$ cat config.mk
export PLATFORM = sky130hd
export DESIGN_NAME = fact_seq
export DESIGN_NICKNAME = d
export VERILOG_FILES = /design/src/rtl/fact_seq.sv
export SDC_FILE = /design/constraint.sdc
export NUM_CORES = 1
export LEC_CHECK = 0
export CAP_MARGIN = 25
export CORE_ASPECT_RATIO = 2
export CORE_MARGIN = 8
export CORE_UTILIZATION = 45
export CTS_CLUSTER_DIAMETER = 200
export CTS_CLUSTER_SIZE = 14
export DETAILED_ROUTE_END_ITERATION = 10
export PLACE_DENSITY = 0.75
export SYNTH_ARGS = -nofsm -noshare
export SYNTH_HDL_FRONTEND = slang
export SYNTH_SLANG_ARGS = --single-unit
$ cat constraint.sdc
create_clock -name clk -period 18 [get_ports clk]
set_input_delay 2.7 -clock clk [delete_from_list [all_inputs] [get_ports clk]]
set_output_delay 2.7 -clock clk [all_outputs]
set_load 0.005 [all_outputs]
$ cat src/rtl/fact_seq.sv
// ============================================================================
// Module   : fact_seq
// Purpose  : Computes N! by sequencing a 64x64->128 signed multiplier.
// Revision : 1.0
// ============================================================================
`default_nettype none

module fact_seq #(
    parameter int DW = 64
) (
    input  logic            clk,
    input  logic            reset,
    input  logic            start,
    input  logic [DW-1:0]   n,
    output logic            busy,
    output logic            done,
    output logic            overflow,
    output logic [2*DW-1:0] result,
    output logic            mul_start,
    output logic            mul_clear,
    output logic [DW-1:0]   mul_a,
    output logic [DW-1:0]   mul_b,
    input  logic            mul_done,
    input  logic [2*DW-1:0] mul_result
);

    typedef enum logic [2:0] {
        S_INIT   = 3'd0,
        S_IDLE   = 3'd1,
        S_MSTART = 3'd2,
        S_MWAIT  = 3'd3,
        S_MCLR   = 3'd4,
        S_FIN    = 3'd5
    } state_t;

    state_t          r_state, w_state;
    logic [2*DW-1:0] r_acc, w_acc;
    logic [DW-1:0]   r_i, w_i;
    logic [DW-1:0]   r_n, w_n;
    logic            r_busy, w_busy;
    logic            r_done, w_done;
    logic            r_ovf, w_ovf;
    logic [2*DW-1:0] r_result, w_result;
    logic            r_mstart, w_mstart;
    logic            r_mclear, w_mclear;

    always_ff @(posedge clk or posedge reset) begin
        if (reset) begin
            r_state  <= S_INIT;
            r_acc    <= {{(2*DW-1){1'b0}}, 1'b1};
            r_i      <= '0;
            r_n      <= '0;
            r_busy   <= 1'b0;
            r_done   <= 1'b0;
            r_ovf    <= 1'b0;
            r_result <= '0;
            r_mstart <= 1'b0;
            r_mclear <= 1'b1;
        end else begin
            r_state  <= w_state;
            r_acc    <= w_acc;
            r_i      <= w_i;
            r_n      <= w_n;
            r_busy   <= w_busy;
            r_done   <= w_done;
            r_ovf    <= w_ovf;
            r_result <= w_result;
            r_mstart <= w_mstart;
            r_mclear <= w_mclear;
        end
    end

    always_comb begin
        w_state  = r_state;
        w_acc    = r_acc;
        w_i      = r_i;
        w_n      = r_n;
        w_busy   = r_busy;
        w_done   = r_done;
        w_ovf    = r_ovf;
        w_result = r_result;
        w_mstart = 1'b0;
        w_mclear = 1'b0;

        case (r_state)
            S_INIT: begin
                w_state = S_IDLE;
            end
            S_IDLE, S_FIN: begin
                if (start) begin
                    w_n   = n;
                    w_acc = {{(2*DW-1){1'b0}}, 1'b1};
                    w_i   = DW'(2);
                    w_ovf = 1'b0;
                    w_done = 1'b0;
                    if (n <= DW'(1)) begin
                        w_state  = S_FIN;
                        w_result = {{(2*DW-1){1'b0}}, 1'b1};
                        w_done   = 1'b1;
                    end else begin
                        w_busy   = 1'b1;
                        w_state  = S_MSTART;
                        w_mstart = 1'b1;
                    end
                end
            end
            S_MSTART: begin
                w_state = S_MWAIT;
            end
            S_MWAIT: begin
                if (mul_done) begin
                    w_acc    = mul_result;
                    w_state  = S_MCLR;
                    w_mclear = 1'b1;
                end
            end
            S_MCLR: begin
                // The next operand must stay below 2^(DW-1) so it is not read as negative.
                if (r_i == r_n) begin
                    w_state  = S_FIN;
                    w_result = r_acc;
                    w_done   = 1'b1;
                    w_busy   = 1'b0;
                end else if (|r_acc[2*DW-1:DW-1]) begin
                    w_state  = S_FIN;
                    w_result = r_acc;
                    w_done   = 1'b1;
                    w_busy   = 1'b0;
                    w_ovf    = 1'b1;
                end else begin
                    w_i      = r_i + DW'(1);
                    w_state  = S_MSTART;
                    w_mstart = 1'b1;
                end
            end
            default: begin
                w_state = S_IDLE;
            end
        endcase
    end

    assign busy      = r_busy;
    assign done      = r_done;
    assign overflow  = r_ovf;
    assign result    = r_result;
    assign mul_start = r_mstart;
    assign mul_clear = r_mclear;
    assign mul_a     = r_acc[DW-1:0];
    assign mul_b     = r_i;

endmodule

`default_nettype wire

# After elaboration in Yosys (flattened, before gate mapping)
# Index checks and enable logic that the tools add are counted.
# classes
add_sub_neg	1
magnitude_cmp	1
eq_ne	14
n_mux	38
n_reduce_logical	12
# op_table
operator	n
128-bit two-way mux	6
128-bit case mux with 2 select lines	2
64-bit two-way mux	3
64-bit case mux with 2 select lines	1
65-bit OR reduction	1
64-bit by 1-bit adder with 64-bit output (second input constant)	1
64-bit == test	1
64-bit by 1-bit <= comparator with 1-bit output (second input constant)	1
1-bit two-way mux	16
4-bit AND reduction	4
3-bit two-way mux	5
2-bit inequality test (second input constant)	7
3-bit case mux with 4 select lines	1
1-bit case mux with 2 select lines	4
3-bit by 2-bit == test with 1-bit output (second input constant)	2
3-bit == test (second input constant)	2
3-bit AND reduction	2
2-bit AND reduction	2
2-bit nonzero test	2
3-bit by 1-bit == test with 1-bit output (second input constant)	1
3-bit inequality test (second input constant)	1
2-bit OR reduction	1
# word_totals
reg_bits	392
input_bits	196
output_inout_bits	261
elab_cells	76

# Logic depth before layout (Yosys ltp)
# Gate-level depths: netlist of run 1.
# logic_depth
word_depth	4
mapped_depth	11
depth_no_buf	8

# Worst setup path before layout of run 1
# OpenSTA, ideal clock, no wires.
# synth_path
path_kind	in2reg
start	in n[53]
end	reg r_result[67], in the netlist result[67]
setup_time_ns	0.121
arrival_ns	4.619
required_time_ns	17.879
slack_ns	13.260
cell_stages	9
cell_sequence	nor4_1 -> nand4_1 -> nor4_1 -> or3b_2 -> o311ai_0 -> clkbuf_1 -> clkbuf_1 -> clkbuf_1 -> a22o_1
# synth_between
elab_chain_cells	3
# synth_lines
element	line	text
start: declaration	14	input logic [DW-1:0] n,
64-bit by 1-bit <= comparator with 1-bit output	96	if (n <= DW'(1)) begin
2-bit inequality test (no source line)	--	
4-bit AND reduction (no source line)	--	
end signal: assignment	67	r_result <= w_result;
end: declaration	43	logic [2*DW-1:0] r_result, w_result;
# No other way between the ends.
# A chain may end at the register's enable or synchronous reset.

# Worst setup path after layout of run 1
# layout_path
start	in n[24]
end	reg r_result[36], in the netlist result[36]
# Same word-level chain as after synthesis.

==> results of run 1 <==
[routing by layer]
layer / wire length [um] / up-vias / track usage (%)
met3: 5140 / 198 / 6.67
met2: 32200 / 718 / 47.6
met4: 5210 / 0 / 19.9
met1: 20800 / 7338 / 27.8
li1: - / 7134 / -
met5: 0 / - / 0
[state kept, by name, summed over array words and instances, names as in the netlist]
signal     count
mul_clear      1
done           1
r_n           64
mul_start      1
result       128
busy           1
r_state        3
mul_b         64
r_acc        128
overflow       1
[report_power, final]
| group | total (mW) | internal [mW] | switching (mW) | leakage, nW |
|---|---|---|---|---|
| sequential | 1.33 | 1.12 | 0.213 | 5.28 |
| clock | 0.624 | 0.312 | 0.312 | 0.396 |
| combinational | 1.09 | 0.453 | 0.637 | 4.00 |
[cell families after synthesis]
group / count (synthesis) / share of synthesized area [%]
xor+xnor: 64 / 3.18
mux: 9 / 0.518
compound gates: 366 / 12.3
fa+ha+maj: 1 / 0.0710
buf+inv: 197 / 5.56
simple gates: 905 / 22.7
flops: 392 / 55.7
[cells in the final DEF, fill, tap and decap left out, types with 2 or more instances in the layout]
cell	instances
nand2_1	633
o21ai_0	226
mux2i_1	8
a22o_1	65
nand4_1	45
buf_16	5
nand3_1	37
and2_1	7
nor2b_1	2
and2_4	2
or3_1	25
nor4b_1	2
buf_4	13
dfrtp_1	390
clkbuf_16	31
clkbuf_1	12
inv_1	11
buf_2	2
dfstp_2	2
clkdlybuf4s50_1	456
xnor2_1	64
nand2b_1	7
nand4b_1	5
or2_2	3
diode_2	6
and3_1	19
a31o_2	5
nor3_1	12
nor4_1	39
or4_1	8
o311ai_0	7
a21oi_1	45
and4_1	7
o21a_1	2
o31ai_1	5
a21o_1	7
nor2_1	42
[per-stage QoR]
step | area, um^2 | total power [mW] | std cells | utilization (%)
5_1_grt | 23000 | 3.22 | 2793 | 59.6
6_report | 23000 | 3.05 | 2795 | 59.6
3_5_place_dp | 22100 | 2.42 | 2740 | 57.1
3_3_place_gp | 22100 | 2.39 | 2739 | 57.1
4_1_cts | 22900 | 3.05 | 2783 | 59.2
2_1_floorplan | 17600 | 1.93 | 1934 | -
[final cells by class]
type / instances / area [um^2]
Tap cell: 520 / 651
Antenna cell: 6 / 15.0
Clock buffer: 43 / 821
Timing Repair Buffer: 477 / 4830
Multi-Input combinational cell: 1345 / 6870
Inverter: 12 / 52.6
Fill cell: 3369 / 15600
Sequential cell: 392 / 9810
[path summary, 6_finish.rpt]
path	startpoint	endpoint	slack, ps	depth (start not counted)
max in group asynchronous	reset	r_acc[118]	13760	4
setup reg to reg	r_acc[101]	result[36]	13790	8
hold / removal	result[27]	result[27]	480	2
min in group asynchronous	reset	result[22]	2490	2
hold reg to reg	result[27]	result[27]	480	2
setup / recovery	n[24]	result[36]	11930	11
[worst max-delay path: cells and delay by family]
family          cells  cell delay (ps)
simple gates        5             1840
buf+inv             4             1630
compound gates      2              210
==> flow_summary_export.csv, run 1 <==
group,metric,value,unit
detailed_routing,ant_nets,0,
placed_design,gp_congestion,1.02,
floorplanning,dieArea,0.0461,mm^2
detailed_routing,vias,15400,
global_route,grt_pass1_vias,15800,
clock_network,cts-root-buf,"clkbuf_16",
timing,tightest_slew,1030,ps
worst_setup_path,critPathLaunchType,"primary input",
global_route,grt_max_degree,171,
detailed_routing,drcViolationCount,0,
worst_setup_path,worstPathCellList,"clkdlybuf4s50_1 -> nor4_1 -> buf_2 -> nand4_1 -> nor4_1 -> or3b_2 -> o311ai_2 -> buf_4 -> buf_4 -> nand2_1 -> o21ai_0",
timing,finalMaxSlewViolations,0,
detailed_routing,drt_iter0_drc,954,
timing,hold_viol_final,0,
timing,finClkSkew,14.9,ps
worst_setup_path,path_class,"primary input to flip-flop",
clock_network,ctsLongestPathBuffers,3,
worst_setup_path,max_stage_delay,590,ps
pwr,powerDensity,132,mW/mm^2
clock_network,postCtsSetupRepairBufs,0,
synth,synth_nets,2131,
run,maxCapViolations,0,
clock_network,clk_latency,580,ps
synth,postSynthCellCount,1934,
pwr,leakagePower,9.68,nW
timing,setup_slack,11930,ps
timing,slew_headroom,31.2,%
floorplanning,io_pins,457,
synth,yosysMostFrequentCell,"nand2_1",
timing,hold_slack,480,ps
synth,async_flop_share,100,%
synth,ys_seq_elements,392,
synth,seq_area_frac_synth,55.7,%
global_route,gr-total-overflow,0,
floorplanning,die_w,156,um
worst_setup_path,required,18410,ps
clock_network,cts_tree,"built",
detailed_routing,post_drt_via_cell_ratio,5.51,
placed_design,numPortBuffers,456,
timing,finalSetupTns,0,ps
floorplanning,die_h,296,um
finish,syn2layout_area_growth,30.8,%
floorplanning,core,0.0387,mm^2
synth,ys_top_cells_by_count,"nand2_1 (635), dfrtp_1 (390), o21ai_0 (226), clkbuf_1 (117), a22o_1 (65)",
pwr,ir_worst_vdd,0.000146,V
clock_network,post_cts_resized,0,
synth,yosys_warnings,0,
placed_design,dp_hpwl,46500,um
timing,period_minus_slack,6070,ps
timing,finalSetupViolCount,0,
worst_setup_path,worstPathMaxFanout,97,
worst_setup_path,cp_slowest_cell,"nor4_1",
synth,avgSynthCellArea,9.11,um^2
clock_network,cts_max_level,1,
global_route,antenna_found_initial,4,
worst_setup_path,crit_arrival,6470,ps
clock_network,cts_num_sinks,392,
timing,rsz0062_at_grt,"no",
clock_network,cts_made_buffers,31,
synth,yosysUniqueCellTypes,43,
detailed_routing,drt_wl_total,63400,um
run_status,status,"finished, final reports clean",
placed_design,place_ws,11340,ps
synth,synth_area_leaders,"dfrtp_1 (55%), nand2_1 (14%), o21ai_0 (6.4%)",
detailed_routing,avgRoutedWirePerCell,22.7,um
timing,min_period_over_period,33.7,%
floorplanning,start_util,45.6,%
clock_network,holdBufCountCts,0,
synth,synth_edf_count,0,
synth,syn-cell-area,0.0176,mm^2
finish,num-nets-final,2456,
synth,yosysTopAreaCell,"dfrtp_1",
timing,max_freq,0.165,GHz
worst_setup_path,crit_path_end_kind,"flip-flop",
finish,drive_above_1_share,3.39,%
synth,synth_top_cell_area_share,55.4,%
global_route,grt_first_pass_wirelength,95600,um
detailed_routing,drtPass1Iterations,5,
floorplanning,num_rows,102,
synth,ys.flop_type,"dfrtp_1",
worst_hold_path,hold_path.class,"flip-flop to flip-flop",
global_route,track_usage,27.2,%
clock_network,clkSlewWorstSetupHoldPaths,70,ps
Note: power is estimated with default switching activity, not from simulation.
==> inputs of run 2 (changes only) <==
- PLACE_DENSITY: 0.75 -> 0.78
- clock period: 18 -> 4.95 ns (I/O delays scaled with it)
==> flow_summary_export.csv, run 2 (same netlist as run 1, synthesis figures left out) <==
group,metric,value,unit
run_status,status,"finished, final reports clean",
detailed_routing,drt_iter0_drc,897,
detailed_routing,drtPass1Iterations,5,
finish,fillers,3300,
global_route,grt_first_pass_wirelength,94400,um
clock_network,clkSlewWorstSetupHoldPaths,80,ps
pwr,power.total,11.0,mW
worst_setup_path,path_class,"flip-flop to flip-flop",
detailed_routing,post_drt_via_cell_ratio,5.51,
timing,rsz0062_at_grt,"no",
finish,final_cell_mix,"nand2_1 (633), clkdlybuf4s50_1 (456), dfrtp_1 (390)",
pwr,ir_worst_vdd,0.000355,V
detailed_routing,ant_nets,0,
timing,hold_viol_final,0,
worst_setup_path,path_buf_inv,1,
worst_setup_path,path_common_cell,"nand4_1",
worst_setup_path,worstPathMaxFanout,51,
detailed_routing,vias,15400,
finish,layout_commonest_cell,"nand2_1",
floorplanning,dieArea,0.0461,mm^2
timing,slew_headroom,27.9,%
placed_design,gp_congestion,0.983,
timing,tightest_slew,1080,ps
clock_network,cts_made_buffers,31,
timing,finalSetupViolCount,0,
timing,setup_slack,1390,ps
clock_network,cts_tree,"built",
worst_setup_path,ff2ff_path_depth,8,
run,maxCapViolations,0,
finish,seqCellArea,0.00981,mm^2
worst_setup_path,required,5450,ps
clock_network,cts_num_sinks,392,
worst_hold_path,hold_path_depth,2,
detailed_routing,avgRoutedWirePerCell,22.4,um
worst_hold_path,hold_path.class,"flip-flop to flip-flop",
global_route,grt_pass1_vias,15900,
worst_setup_path,crit_arrival,4060,ps
worst_setup_path,crit_path_end_kind,"flip-flop",
worst_setup_path,cp_num_cells,8,
floorplanning,die_h,296,um
floorplanning,start_util,45.6,%
pwr,leakagePower,9.68,nW
placed_design,placedCellCount,2750,
finish,num-nets-final,2460,
placed_design,dp_hpwl,46400,um
timing,min_period_over_period,71.9,%
finish,syn2layout_area_growth,30.8,%
worst_setup_path,worstPathCellList,"xnor2_1 -> nand4_1 -> nor4_1 -> nand4_1 -> a21oi_4 -> buf_4 -> o21ai_0 -> a21oi_1",
finish,final_cells,2799,
global_route,antenna_found_initial,6,
worst_setup_path,critPathLaunchType,"flip-flop",
worst_setup_path,cp_slowest_cell,"nor4_1",
clock_network,cts-root-buf,"clkbuf_16",
clock_network,postCtsSetupRepairBufs,0,
detailed_routing,drt_wl_total,62600,um
finish,final_area,0.0230,mm^2
global_route,grt_max_degree,192,
finish,multi_input_area,0.00687,mm^2
clock_network,ctsLongestPathBuffers,3,
global_route,gr-total-overflow,0,
detailed_routing,drcViolationCount,0,
floorplanning,io_pins,457,
floorplanning,num_rows,102,
floorplanning,die_w,156,um
clock_network,clk_latency,580,ps
timing,period_minus_slack,3560,ps
worst_setup_path,max_stage_delay,590,ps
finish,drive_above_1_share,3.61,%
clock_network,post_cts_resized,0,
worst_setup_path,crit_family,"simple AND/OR/NAND/NOR gates",
placed_design,place_area,0.0222,mm^2
floorplanning,core,0.0387,mm^2
timing,finalMaxSlewViolations,0,
pwr,powerDensity,480,mW/mm^2
clock_network,cts_max_level,1,
timing,max_freq,0.281,GHz
placed_design,numPortBuffers,456,
clock_network,holdBufCountCts,0,
timing,finClkSkew,20.1,ps
global_route,track_usage,26.7,%
placed_design,place_ws,1020,ps
==> run 2: cell types whose count changed in the layout (fill, tap and decap cells not counted) <==
cell and change:
buf_12 +3, buf_16 -4, buf_2 -2, buf_4 +7, clkbuf_1 -1, clkinvlp_4 +1
inv_6 +1, inv_8 -1
==> run 2: final timing paths <==
kind                            startpoint         end  slack (ps)
worst max-delay path             mul_b[51]    mul_b[6]        1390
worst min-delay path            result[22]  result[22]         480
worst max register to register   mul_b[51]    mul_b[6]        1390
min in group asynchronous            reset   r_acc[48]         670
max in group asynchronous            reset   mul_b[50]        3020
worst min register to register  result[22]  result[22]         480
==> run 2: final cells by class <==
class | count | area share (%)
diodes | 6 | 0.0652
clock buffers | 42 | 3.55
clock inverters | 1 | 0.0380
inverters | 12 | 0.212
multi-input cells | 1345 | 29.8
flip-flops and latches | 392 | 42.6
well taps | 520 | 2.82
repair buffers | 481 | 20.9
==> run 2: layer usage <==
metal	part of all wire, %	wire [um]	global-route usage [%]	up-vias
li1	-	-	-	7125
met1	34	21200	27.4	7474
met2	51	31800	46.7	646
met3	7.0	4380	5.78	175
met4	8.2	5150	20.3	0
met5	0	0	0	-
==> run 2: through the flow <==
step | hold WS [ps] | utilization (%) | setup TNS [ps]
finish | 480 | 59.6 | 0
global route | 512 | 59.6 | 0
CTS | 486 | 59.5 | 0
detailed placement | 470 | 57.4 | 0
global placement | 462 | 57.3 | 0
floorplan | 465 | - | -415250
==> run 2: worst min-delay path, delay by kind of cell, from the launching register on <==
kind | cells | cell delay [ps]
simple gates | 1 | 50
flops | 1 | 340
compound gates | 1 | 60
==> run 2: where the power goes <==
part	total, mW	internal [mW]	switching (mW)
Sequential	4.84	4.07	0.769
Clock	2.29	1.14	1.15
Combinational	3.92	1.64	2.28
Total	11.0	6.85	4.20
